$ cat src/rtl/serial_adder_pkg.sv
// serial_adder_pkg: FSM states and counter sizing shared by the serial adder blocks
package serial_adder_pkg;
  typedef enum logic [1:0] {ST_IDLE = 2'd0, ST_RUN = 2'd1, ST_DONE = 2'd2} state_t;
  function automatic int cnt_w(input int w);
    return (w > 1) ? $clog2(w) : 1;
  endfunction
endpackage

$ cat src/rtl/serial_fa_cell.sv
// serial_fa_cell: combinational 1-bit full adder
module serial_fa_cell (
  input  logic a,
  input  logic b,
  input  logic ci,
  output logic s,
  output logic co
);
  assign s  = a ^ b ^ ci;
  assign co = (a & b) | (a & ci) | (b & ci);
endmodule

$ cat src/rtl/serial_adder_ctrl.sv
// serial_adder_ctrl: bit-serial W-bit adder sequencer, LSB first; SERIAL_ADDER_SUB_EN adds sub_i
module serial_adder_ctrl
  import serial_adder_pkg::*;
#(
  parameter int W = 8
) (
  input  logic         clk,
  input  logic         rst_n,
  input  logic         in_valid,
  output logic         in_ready,
  input  logic [W-1:0] a_i,
  input  logic [W-1:0] b_i,
  input  logic         c_i,
`ifdef SERIAL_ADDER_SUB_EN
  input  logic         sub_i,
`endif
  output logic         out_valid,
  input  logic         out_ready,
  output logic [W-1:0] sum_o,
  output logic         co_o,
  output logic         busy
);
  localparam int CW = cnt_w(W);
  state_t         state, state_nxt;
  logic [CW-1:0]  count;
  logic [W-1:0]   a_sr, b_sr, sum_r;
  logic           carry, s, co, sub, accept;
`ifdef SERIAL_ADDER_SUB_EN
  assign sub = sub_i;
`else
  assign sub = 1'b0;
`endif
  serial_fa_cell u_cell (.a(a_sr[0]), .b(b_sr[0]), .ci(carry), .s(s), .co(co));
  always_comb begin
    in_ready  = state == ST_IDLE;
    out_valid = state == ST_DONE;
    busy      = state == ST_RUN || state == ST_DONE;
    accept    = in_valid && in_ready;
    state_nxt = state == ST_IDLE ? (in_valid ? ST_RUN : ST_IDLE) :
                state == ST_RUN  ? (count == CW'(W - 1) ? ST_DONE : ST_RUN) :
                state == ST_DONE ? (out_ready ? ST_IDLE : ST_DONE) : ST_IDLE;
  end
  // the result fills from the MSB so it is aligned after exactly W shifts
  always_ff @(posedge clk or negedge rst_n) begin
    if (!rst_n) begin
      state <= ST_IDLE;
      count <= '0;
      a_sr  <= '0;
      b_sr  <= '0;
      sum_r <= '0;
      carry <= 1'b0;
    end else begin
      state <= state_nxt;
      if (accept) begin
        a_sr  <= a_i;
        b_sr  <= sub ? ~b_i : b_i;
        carry <= sub ? 1'b1 : c_i;
        count <= '0;
      end else if (state == ST_RUN) begin
        a_sr  <= a_sr >> 1;
        b_sr  <= b_sr >> 1;
        sum_r <= {s, sum_r[W-1:1]};
        carry <= co;
        count <= count + 1'b1;
      end
    end
  end
  assign sum_o = sum_r;
  assign co_o  = carry;
endmodule

$ cat config.mk
export PLATFORM = sky130hd
export DESIGN_NAME = serial_adder_ctrl
export DESIGN_NICKNAME = d
export VERILOG_FILES = /design/src/rtl/serial_adder_pkg.sv /design/src/rtl/serial_fa_cell.sv /design/src/rtl/serial_adder_ctrl.sv
export SDC_FILE = /design/constraint.sdc
export NUM_CORES = 1
export LEC_CHECK = 0
export ABC_AREA = 1
export BUFFER_PORTS_ARGS = -buffer_cell sky130_fd_sc_hd__buf_2
export CAP_MARGIN = 20
export CORE_MARGIN = 5
export CORE_UTILIZATION = 40
export CTS_BUF_LIST = sky130_fd_sc_hd__clkbuf_4
export CTS_CLUSTER_DIAMETER = 80
export DETAILED_ROUTE_END_ITERATION = 7
export PLACE_DENSITY_LB_ADDON = 0.1
export SETUP_SLACK_MARGIN = 0.2
export SLEW_MARGIN = 5
export SYNTH_ARGS = -nofsm -noshare
export SYNTH_HDL_FRONTEND = slang
export SYNTH_HIERARCHICAL = 1
export SYNTH_SLANG_ARGS = --single-unit
export TNS_END_PERCENT = 5
$ cat constraint.sdc
create_clock -name clk -period 1.7 [get_ports clk]
set_input_delay 0.17 -clock clk [delete_from_list [all_inputs] [get_ports clk]]
set_output_delay 0.17 -clock clk [all_outputs]
set_load 0.02 [all_outputs]
==> metrics.yaml, run 1 <==
outcome:
  status: "completed"
floorplan:
  rows: 23
  die_x_um: 73.1
  die_area_mm2: 0.00535
  die_h_um: 73.1
  start_util_pct: 40.4
  coreArea_mm2: 0.00394
  ios: 33
sta:
  rsz0062_at_grt: "no"
  slew_headroom_pct: 54.4
  tightest_slew_ps: 683
  finalHoldViolCount: 0
  fin_worst_skew_ps: 6.81
  period_needed_ps: 1420
  setup-tns-final_ps: 0
  finalSetupViolations: 0
  maxSlewViolCount: 0
  fmax_mhz: 704
  worst_slack_ps: 280
  min_period_over_period_pct: 83.5
global_routing:
  grt_antenna_before_repair: 0
  grt_max_degree: 38
  grt_pass1_vias: 1218
  grt_pass1_wl_um: 5750
  track_usage_pct: 14.0
  grt.overflow.total: 0
final_layout:
  fill_cells: 410
  multi_input_area_um2: 662
  antenna_cells: 0
  post-route-util_pct: 46.5
  nNetsFinal: 264
  syn_to_final_growth_pct: 15.0
  seq_area_um2: 751
  drive_gt1_share_pct: 19.0
synth:
  postSynthCellCount: 205
  yosysSeqAreaShare_pct: 47.1
  yosysUniqueCellTypes: 15
  ys_ff_latch: 30
  syn-cell-area_mm2: 0.00159
  postSynthAreaPerCell_um2: 7.78
  syn-num-nets: 232
  ys_warn_count: 6
job:
  cap_violations: 0
cts:
  clock-sinks: 30
  htree_levels: 2
  insertion_delay_ps: 330
  cts_buffer_depth: 2
  cts_tree: "done"
  ctsRootBufferMaster: "clkbuf_4"
  cts_post_setup_buffers_inserted: 0
  numCtsBuffers: 5
  clkTransAtPathRegs_ps: 100
drt:
  drc: 0
  first_pass_iters: 4
  routedWlPerCell_um: 11.6
  routed_wl_um: 3340
  drt-initial-drc-count: 71
  via_per_inst: 4.56
  detail-route-antenna-nets: 0
  vias: 1309
pwr:
  power_mw: 3.70
  p_leak_nw: 1.08
  max-vdd-ir-drop_mv: 0.679
  powerDensity_mw_per_mm2: 2020
critical_path:
  crit_type: "flop to output pin"
  cp.arrival_ps: 1250
  path_max_fanout: 7
  worstPathRequired_ps: 1530
  cp-end-kind: "output pin"
  cp-start-kind: "flop"
placement:
  port_buffers: 32
  pre_cts_ws_ps: 264
  place_hpwl_um: 2190
  gp_congestion: 0.739
hold_path:
  hp-class: "input pin to flop"
[final cells by class]
cell class | instances | share of cell area, %
inverter | 23 | 4.71
clock buffer | 5 | 2.05
clock inverter | 2 | 1.84
timing repair buffer | 37 | 10.9
sequential | 30 | 41.0
multi-input combinational | 140 | 36.1
tap | 50 | 3.41
[critical path, stage by stage (launching register included)]
cell,delay (ps)
dfrtp_1,390
inv_1,120
ha_4,220
buf_2,190
[registers in the layout, indices dropped and copies added, names as in the netlist]
register	cells
a_sr	8
b_sr	8
sum_o	8
count	3
state	2
co_o	1
[placed cells by master (no fill, tap or decap)]
cell	n
o21ai_0	3
fa_1	1
inv_2	1
inv_1	22
buf_2	32
nand3_1	32
ha_1	4
nand2_1	88
buf_4	4
nand2_8	1
clkbuf_4	5
clkinv_1	1
bufinv_16	1
dfrtp_1	30
o21ai_1	2
ha_4	1
a21oi_1	1
nor2_1	7
dlygate4sd3_1	1
[worst paths after layout]
path | startpoint | to | slack [ps] | cells after the start
setup / recovery | state[0] | in_ready | 280 | 3
hold / removal | a_i[7] | a_sr[7] | 30 | 3
setup reg to reg | state[1] | state[0] | 360 | 5
hold reg to reg | sum_o[0] | sum_o[0] | 470 | 2
max in group asynchronous | rst_n | b_sr[4] | 850 | 2
min in group asynchronous | rst_n | sum_o[7] | 400 | 2
[metrics by stage]
stage               instances  hold WS, ps  instance area (um2)
floorplan                 205         -126                 1590
global placement          279          260                 1740
detailed placement        279          264                 1740
CTS                       287         17.6                 1830
global route              287         10.1                 1830
finish                    287         26.4                 1830
[layer usage]
layer,track usage [%],up-vias,routed length (um)
li1,-,687,-
met5,0,-,0
met3,5.37,6,251
met4,5.12,0,53
met2,21.4,28,1480
met1,17.9,588,1550
[report_power, final]
group          leakage, nW  switching [mW]  internal, mW
Sequential           0.368           0.195          1.06
Clock               0.0387           0.246         0.297
Combinational        0.671            1.21         0.694
Total                 1.08            1.65          2.05
[synthesized netlist by cell type, drive strengths merged]
| cell type | number | area, um2 |
|---|---|---|
| nand3 | 32 | 160 |
| o21ai | 5 | 25.0 |
| buf | 12 | 108 |
| nor2 | 7 | 26.3 |
| fa | 1 | 20.0 |
| dfrtp | 30 | 751 |
| inv | 23 | 86.3 |
| ha | 5 | 62.6 |
| nand2 | 89 | 350 |
| a21oi | 1 | 5.00 |
[repair_timing]
item | CTS | global route
resized for setup | 2 | 0
endpoints found under the hold margin | 30 | 0
hold buffers | 1 | 0
setup endpoints to repair | 1 | 0
[cell families (layout without fill, tap and decap cells)]
logic type	after synthesis	after routing	synth area share, %
adder cells (fa/ha/maj)	6	6	5.18
AO/OA/AOI/OAI	6	6	1.88
flip-flops	30	30	47.1
buffers and inverters	35	67	12.2
AND/OR/NAND/NOR	128	128	33.7
Power figures use the tool's default switching activity.
==> run 2: changes to the inputs <==
- clock period: 1.7 -> 1.4 ns (I/O delays scaled with it)
==> run 2 against run 1 <==
Via count up 1.8%. Register-to-register slack worse by 180 ps. Cell count up 1.4%. Largest power group unchanged. Power up 26%. Worst setup slack worse by 160 ps. Hold slack better by 55 ps. Sequential cell count unchanged. Cell area up 4.7%. Global-route usage down 0.27 points. Sequential share of layout area down 1.8 points. Critical path type unchanged. Die area unchanged. Core utilization up 2.2 points.
==> metrics.yaml, run 2 (synthesized netlist as in run 1, its figures left out) <==
sta:
  period_needed_ps: 1280
  setup-tns-final_ps: 0
  rsz0062_at_grt: "yes"
  min_period_over_period_pct: 91.4
  finalSetupViolations: 0
  slew_headroom_pct: 70.6
  finalHoldViolCount: 0
  fmax_mhz: 781
  fin_worst_skew_ps: 6.75
  worst_slack_ps: 120
  tightest_slew_ps: 440
  maxSlewViolCount: 0
floorplan:
  die_area_mm2: 0.00535
  start_util_pct: 40.4
  die_x_um: 73.1
  coreArea_mm2: 0.00394
  die_h_um: 73.1
  rows: 23
  ios: 33
hold_path:
  hold_depth: 5
  min_from: "a_i[3]"
  hp-class: "input pin to flop"
  worstHoldEndpoint: "a_sr[3]"
cts:
  numCtsBuffers: 5
  clock-sinks: 30
  insertion_delay_ps: 330
  ctsRootBufferMaster: "clkbuf_4"
  cts_buffer_depth: 2
  htree_levels: 2
  cts_tree: "done"
  clkTransAtPathRegs_ps: 90
critical_path:
  cp-start-kind: "flop"
  cp_slowest_cell: "dfrtp_1"
  cp.arrival_ps: 1140
  reg2reg_depth: 7
  worstPathRequired_ps: 1260
  regToRegSetupSlack_ps: 180
  crit_type: "flop to output pin"
  cp-end-kind: "output pin"
  path_max_fanout: 2
  cp_top_family: "flip-flops"
  rr_endpoint: "a_sr[0]"
  r2r_start: "state[0]"
  slowest_delay_ps: 400
  cp_num_buf_inv: 2
  crit_chain: "inv_2 -> ha_4 -> buf_6"
global_routing:
  grt_pass1_wl_um: 5690
  grt_pass1_vias: 1334
  grt_antenna_before_repair: 0
  grt_max_degree: 38
  track_usage_pct: 13.7
  grt.overflow.total: 0
pwr:
  power_mw: 4.67
  p_leak_nw: 1.11
  sw_frac_of_total_pct: 44.5
  clock_power_share_pct: 11.1
  p_int_mw: 2.59
  max-vdd-ir-drop_mv: 0.766
  p_switching_mw: 2.08
  powerDensity_mw_per_mm2: 2430
  combPwrFrac_pct: 56.0
  pwr-share-seq_pct: 32.9
final_layout:
  final_common_cell: "nand2_1"
  drive_gt1_share_pct: 21.2
  final_area_mm2: 0.00192
  antenna_cells: 0
  final_cells: 291
  nNetsFinal: 268
  final_cell_mix: "nand2_1, nand3_1, dfrtp_1"
  fill_cells: 411
  syn_to_final_growth_pct: 20.4
outcome:
  status: "completed"
drt:
  drt-initial-drc-count: 47
  drc: 0
  routed_wl_um: 3400
  via_per_inst: 4.58
  first_pass_iters: 4
  vias: 1333
  detail-route-antenna-nets: 0
  routedWlPerCell_um: 11.7
placement:
  post_dp_cell_area_mm2: 0.00178
  port_buffers: 32
  placedCellCount: 279
  gp_congestion: 0.730
  place_hpwl_um: 2110
  pre_cts_ws_ps: 110
job:
  cap_violations: 0
==> run 2: worst max path at each step <==
| stage | start | end | slack [ps] | cells past startpoint |
|---|---|---|---|---|
| global placement | state[1] | sum_o[6] | 140 | 4 |
| finish | state[0] | busy | 120 | 3 |
| CTS | state[1] | sum_o[6] | 90 | 4 |
| floorplan | state[1] | co_o | 210 | 7 |
| global route | state[1] | state[0] | 80 | 5 |
| detailed placement | state[1] | sum_o[6] | 110 | 4 |
==> run 2: repair_timing <==
item                       in CTS  in global routing
pin swaps                       1                  0
hold buffers                    3                  0
buffers inserted                1                  0
gates resized for setup         2                  8
setup endpoints to repair      33                 33
cloned                          0                  1
hold endpoints to repair       15                  0
==> run 2: layout make-up <==
| cell class | instances | area (um2) | share of cell area, % |
|---|---|---|---|
| tap | 50 | 62.6 | 3.26 |
| timing repair buffer | 40 | 289 | 15.1 |
| multi-input combinational | 141 | 676 | 35.2 |
| inverter | 23 | 88.8 | 4.63 |
| clock buffer | 7 | 52.6 | 2.74 |
| sequential | 30 | 751 | 39.1 |
==> run 2: power by group through the flow <==
stage                     clock network, mW  registers (mW)  logic [mW]
after floorplan                           0            1.63        1.87
after global placement                    0            1.55        2.35
after detailed placement                  0            1.55        2.37
after CTS                             0.537            1.54        2.50
after global routing                  0.557            1.59        3.00
final                                 0.517            1.54        2.62
==> run 2: worst register-to-register path: stages, from the launching register on <==
cell	delay [ps]
dfrtp_1	400
inv_2	80
ha_4	150
buf_12	130
buf_12	140
nand3_1	90
nand2_1	80
nand2_1	50
==> run 2: layer usage <==
layer | routed length, um | global-route usage (%) | vias to the layer above
li1 | - | - | 702
met3 | 195 | 2.89 | 8
met1 | 1550 | 16.4 | 591
met4 | 68 | 6.15 | 0
met5 | 0 | 0 | -
met2 | 1580 | 23.4 | 32
==> run 2: stage by stage <==
step	hold WS [ps]	utilization, %
global route	96.1	48.7
finish	81.2	48.7
floorplan	-156	-
global placement	71.2	45.1
CTS	68.2	47.8
detailed placement	74.4	45.1
==> run 3: changes to the inputs <==
- SYNTH_HIERARCHICAL: 1 -> unset
==> run 3 against run 2 <==
Cell area grew 2.0%. Hold slack got worse by 52 ps. Core utilization grew 0.62 points. Clock power shrank 4%. Routed wire length up 3.9%. Non-clock buffer count up 5. Critical path depth unchanged. Synthesized cell count rose by 0.49%. Die area grew 2.0%. Fmax decreased by 4.3%. Register-to-register slack worse by 90 ps. Sequential cell count unchanged. Largest cell class unchanged.
==> metrics.yaml, run 3 <==
sta:
  rsz0062_at_grt: "yes"
  period_needed_ps: 1340
  finalSetupViolations: 0
  fin_worst_skew_ps: 13.7
  fmax_mhz: 748
  min_period_over_period_pct: 95.6
  tightest_slew_ps: 401
  finalHoldViolCount: 0
  maxSlewViolCount: 0
  slew_headroom_pct: 73.2
  worst_slack_ps: 62.3
drt:
  routed_wl_um: 3530
  drt-initial-drc-count: 57
  detail-route-antenna-nets: 0
  vias: 1374
  first_pass_iters: 4
  routedWlPerCell_um: 11.9
  via_per_inst: 4.63
  drc: 0
synth:
  yosysTopAreaCell: "dfrtp_1"
  yosysSeqAreaShare_pct: 46.0
  synth_flop_cell: "dfrtp_1"
  synth_top_cells_by_area: "dfrtp_1, nand3_1, nand2_1"
  synth-async-reset-ratio_pct: 100
  postSynthCellCount: 206
  ys_warn_count: 0
  yosysUniqueCellTypes: 15
  synthTopCellsByCount: "nand2_1, nand3_1, inv_1, dfrtp_1, ha_1"
  postSynthAreaPerCell_um2: 7.91
  synth_top_cell_area_share_pct: 46.0
  syn-cell-area_mm2: 0.00163
  synth_edf_count: 0
  syn-num-nets: 234
  ys_ff_latch: 30
  yosysMostFrequentCell: "nand2_1"
job:
  cap_violations: 0
global_routing:
  grt_pass1_vias: 1424
  grt_antenna_before_repair: 0
  grt_max_degree: 31
  grt.overflow.total: 0
  grt_pass1_wl_um: 6280
  track_usage_pct: 15.1
critical_path:
  worstPathRequired_ps: 1260
  cp.arrival_ps: 1200
  slowest_delay_ps: 400
  rr_endpoint: "a_sr[1]"
  cp-start-kind: "flop"
  r2r_start: "state[1]"
  reg2reg_depth: 7
  crit_type: "flop to output pin"
  crit_chain: "inv_2 -> ha_4 -> buf_6"
  path_max_fanout: 3
  cp_slowest_cell: "dfrtp_1"
  regToRegSetupSlack_ps: 90
  cp-end-kind: "output pin"
hold_path:
  min_from: "b_i[7]"
  hold_depth: 3
  hp-class: "input pin to flop"
  worstHoldEndpoint: "b_sr[7]"
final_layout:
  fill_cells: 402
  final_common_cell: "nand2_1"
  syn_to_final_growth_pct: 20.1
  antenna_cells: 0
  nNetsFinal: 274
  final_cell_mix: "nand2_1, nand3_1, inv_1"
  drive_gt1_share_pct: 24.7
  final_area_mm2: 0.00196
placement:
  post_dp_cell_area_mm2: 0.00184
  pre_cts_ws_ps: 130
  port_buffers: 32
  gp_congestion: 0.704
  place_hpwl_um: 2370
floorplan:
  die_x_um: 73.8
  die_h_um: 73.8
  die_area_mm2: 0.00545
  ios: 33
  start_util_pct: 41.1
  coreArea_mm2: 0.00397
  rows: 23
pwr:
  powerDensity_mw_per_mm2: 2430
  clock_power_share_pct: 10.4
  p_int_mw: 2.60
  pwr-share-seq_pct: 32.2
  max-vdd-ir-drop_mv: 0.982
  p_switching_mw: 2.16
  p_leak_nw: 1.16
  sw_frac_of_total_pct: 45.4
  combPwrFrac_pct: 57.3
cts:
  cts_buffer_depth: 2
  numCtsBuffers: 5
  htree_levels: 2
  insertion_delay_ps: 320
  clock-sinks: 30
  ctsRootBufferMaster: "clkbuf_4"
  clkTransAtPathRegs_ps: 100
  cts_tree: "done"
outcome:
  status: "completed"
-- run 3: cell type report --
cell class | count | area [um2] | area share [%]
clock buffers | 6 | 45.0 | 2.30
clock inverters | 2 | 8.76 | 0.447
inverters | 35 | 134 | 6.84
multi-input cells | 129 | 686 | 35.0
flip-flops and latches | 30 | 751 | 38.3
well taps | 50 | 62.6 | 3.19
repair buffers | 45 | 272 | 13.9
-- run 3: power by group through the flow --
stage | sequential, mW | combinational (mW) | clock (mW)
after CTS | 1.54 | 2.72 | 0.518
after floorplan | 1.65 | 1.91 | 0
final | 1.53 | 2.73 | 0.497
after global routing | 1.60 | 3.12 | 0.561
after global placement | 1.55 | 2.50 | 0
after detailed placement | 1.55 | 2.52 | 0
-- run 3: critical path, delay by kind of cell (launching register included) --
kind | cells | cell delay, ps
adders and majority gates | 1 | 220
DFF | 1 | 400
buffers and inverters | 2 | 250
-- run 3: how the worst max path moves through the flow --
stage	from	to	slack [ps]
2_1_floorplan	state[1]	b_sr[0]	180
3_3_place_gp	state[0]	co_o	130
3_5_place_dp	state[0]	co_o	130
4_1_cts	state[0]	busy	60
5_1_grt	state[1]	busy	-3
6_report	state[1]	busy	60
-- run 3: repair_timing --
item,CTS,global route
pin swaps,1,1
resized for setup,5,2
hold endpoints to repair,30,0
endpoints found under the setup margin,23,33
hold buffers,1,0
setup buffers,3,1
-- run 3: metal layers --
layer	wire length, um	GRT usage, %	vias to the layer above
li1	-	-	714
met1	1620	18.9	637
met2	1710	24.7	21
met3	169	4.79	2
met4	25	4.63	0
met5	0	0	-
-- run 3: stage by stage --
| stage | hold slack, ps | util (%) | std cells | TNS [ps] | total power, mW |
|---|---|---|---|---|---|
| floorplan | -156 | - | 206 | 0 | 3.56 |
| detailed placement | 181 | 46.2 | 284 | 0 | 4.07 |
| global route | 23.0 | 49.3 | 297 | -2.97 | 5.28 |
| finish | 29.7 | 49.3 | 297 | 0 | 4.76 |
| global placement | 180 | 46.2 | 284 | 0 | 4.06 |
| CTS | 20.6 | 49.0 | 296 | 0 | 4.78 |
-- run 3: cells by family (layout without fill, tap and decap cells) --
group | Yosys count | count (layout) | share of synthesized area, %
and+or+nand+nor | 120 | 120 | 33.8
adders and majority gates | 7 | 7 | 5.83
AOI/OAI and AO/OA | 2 | 2 | 0.613
buffers and inverters | 47 | 88 | 13.7
DFF | 30 | 30 | 46.0
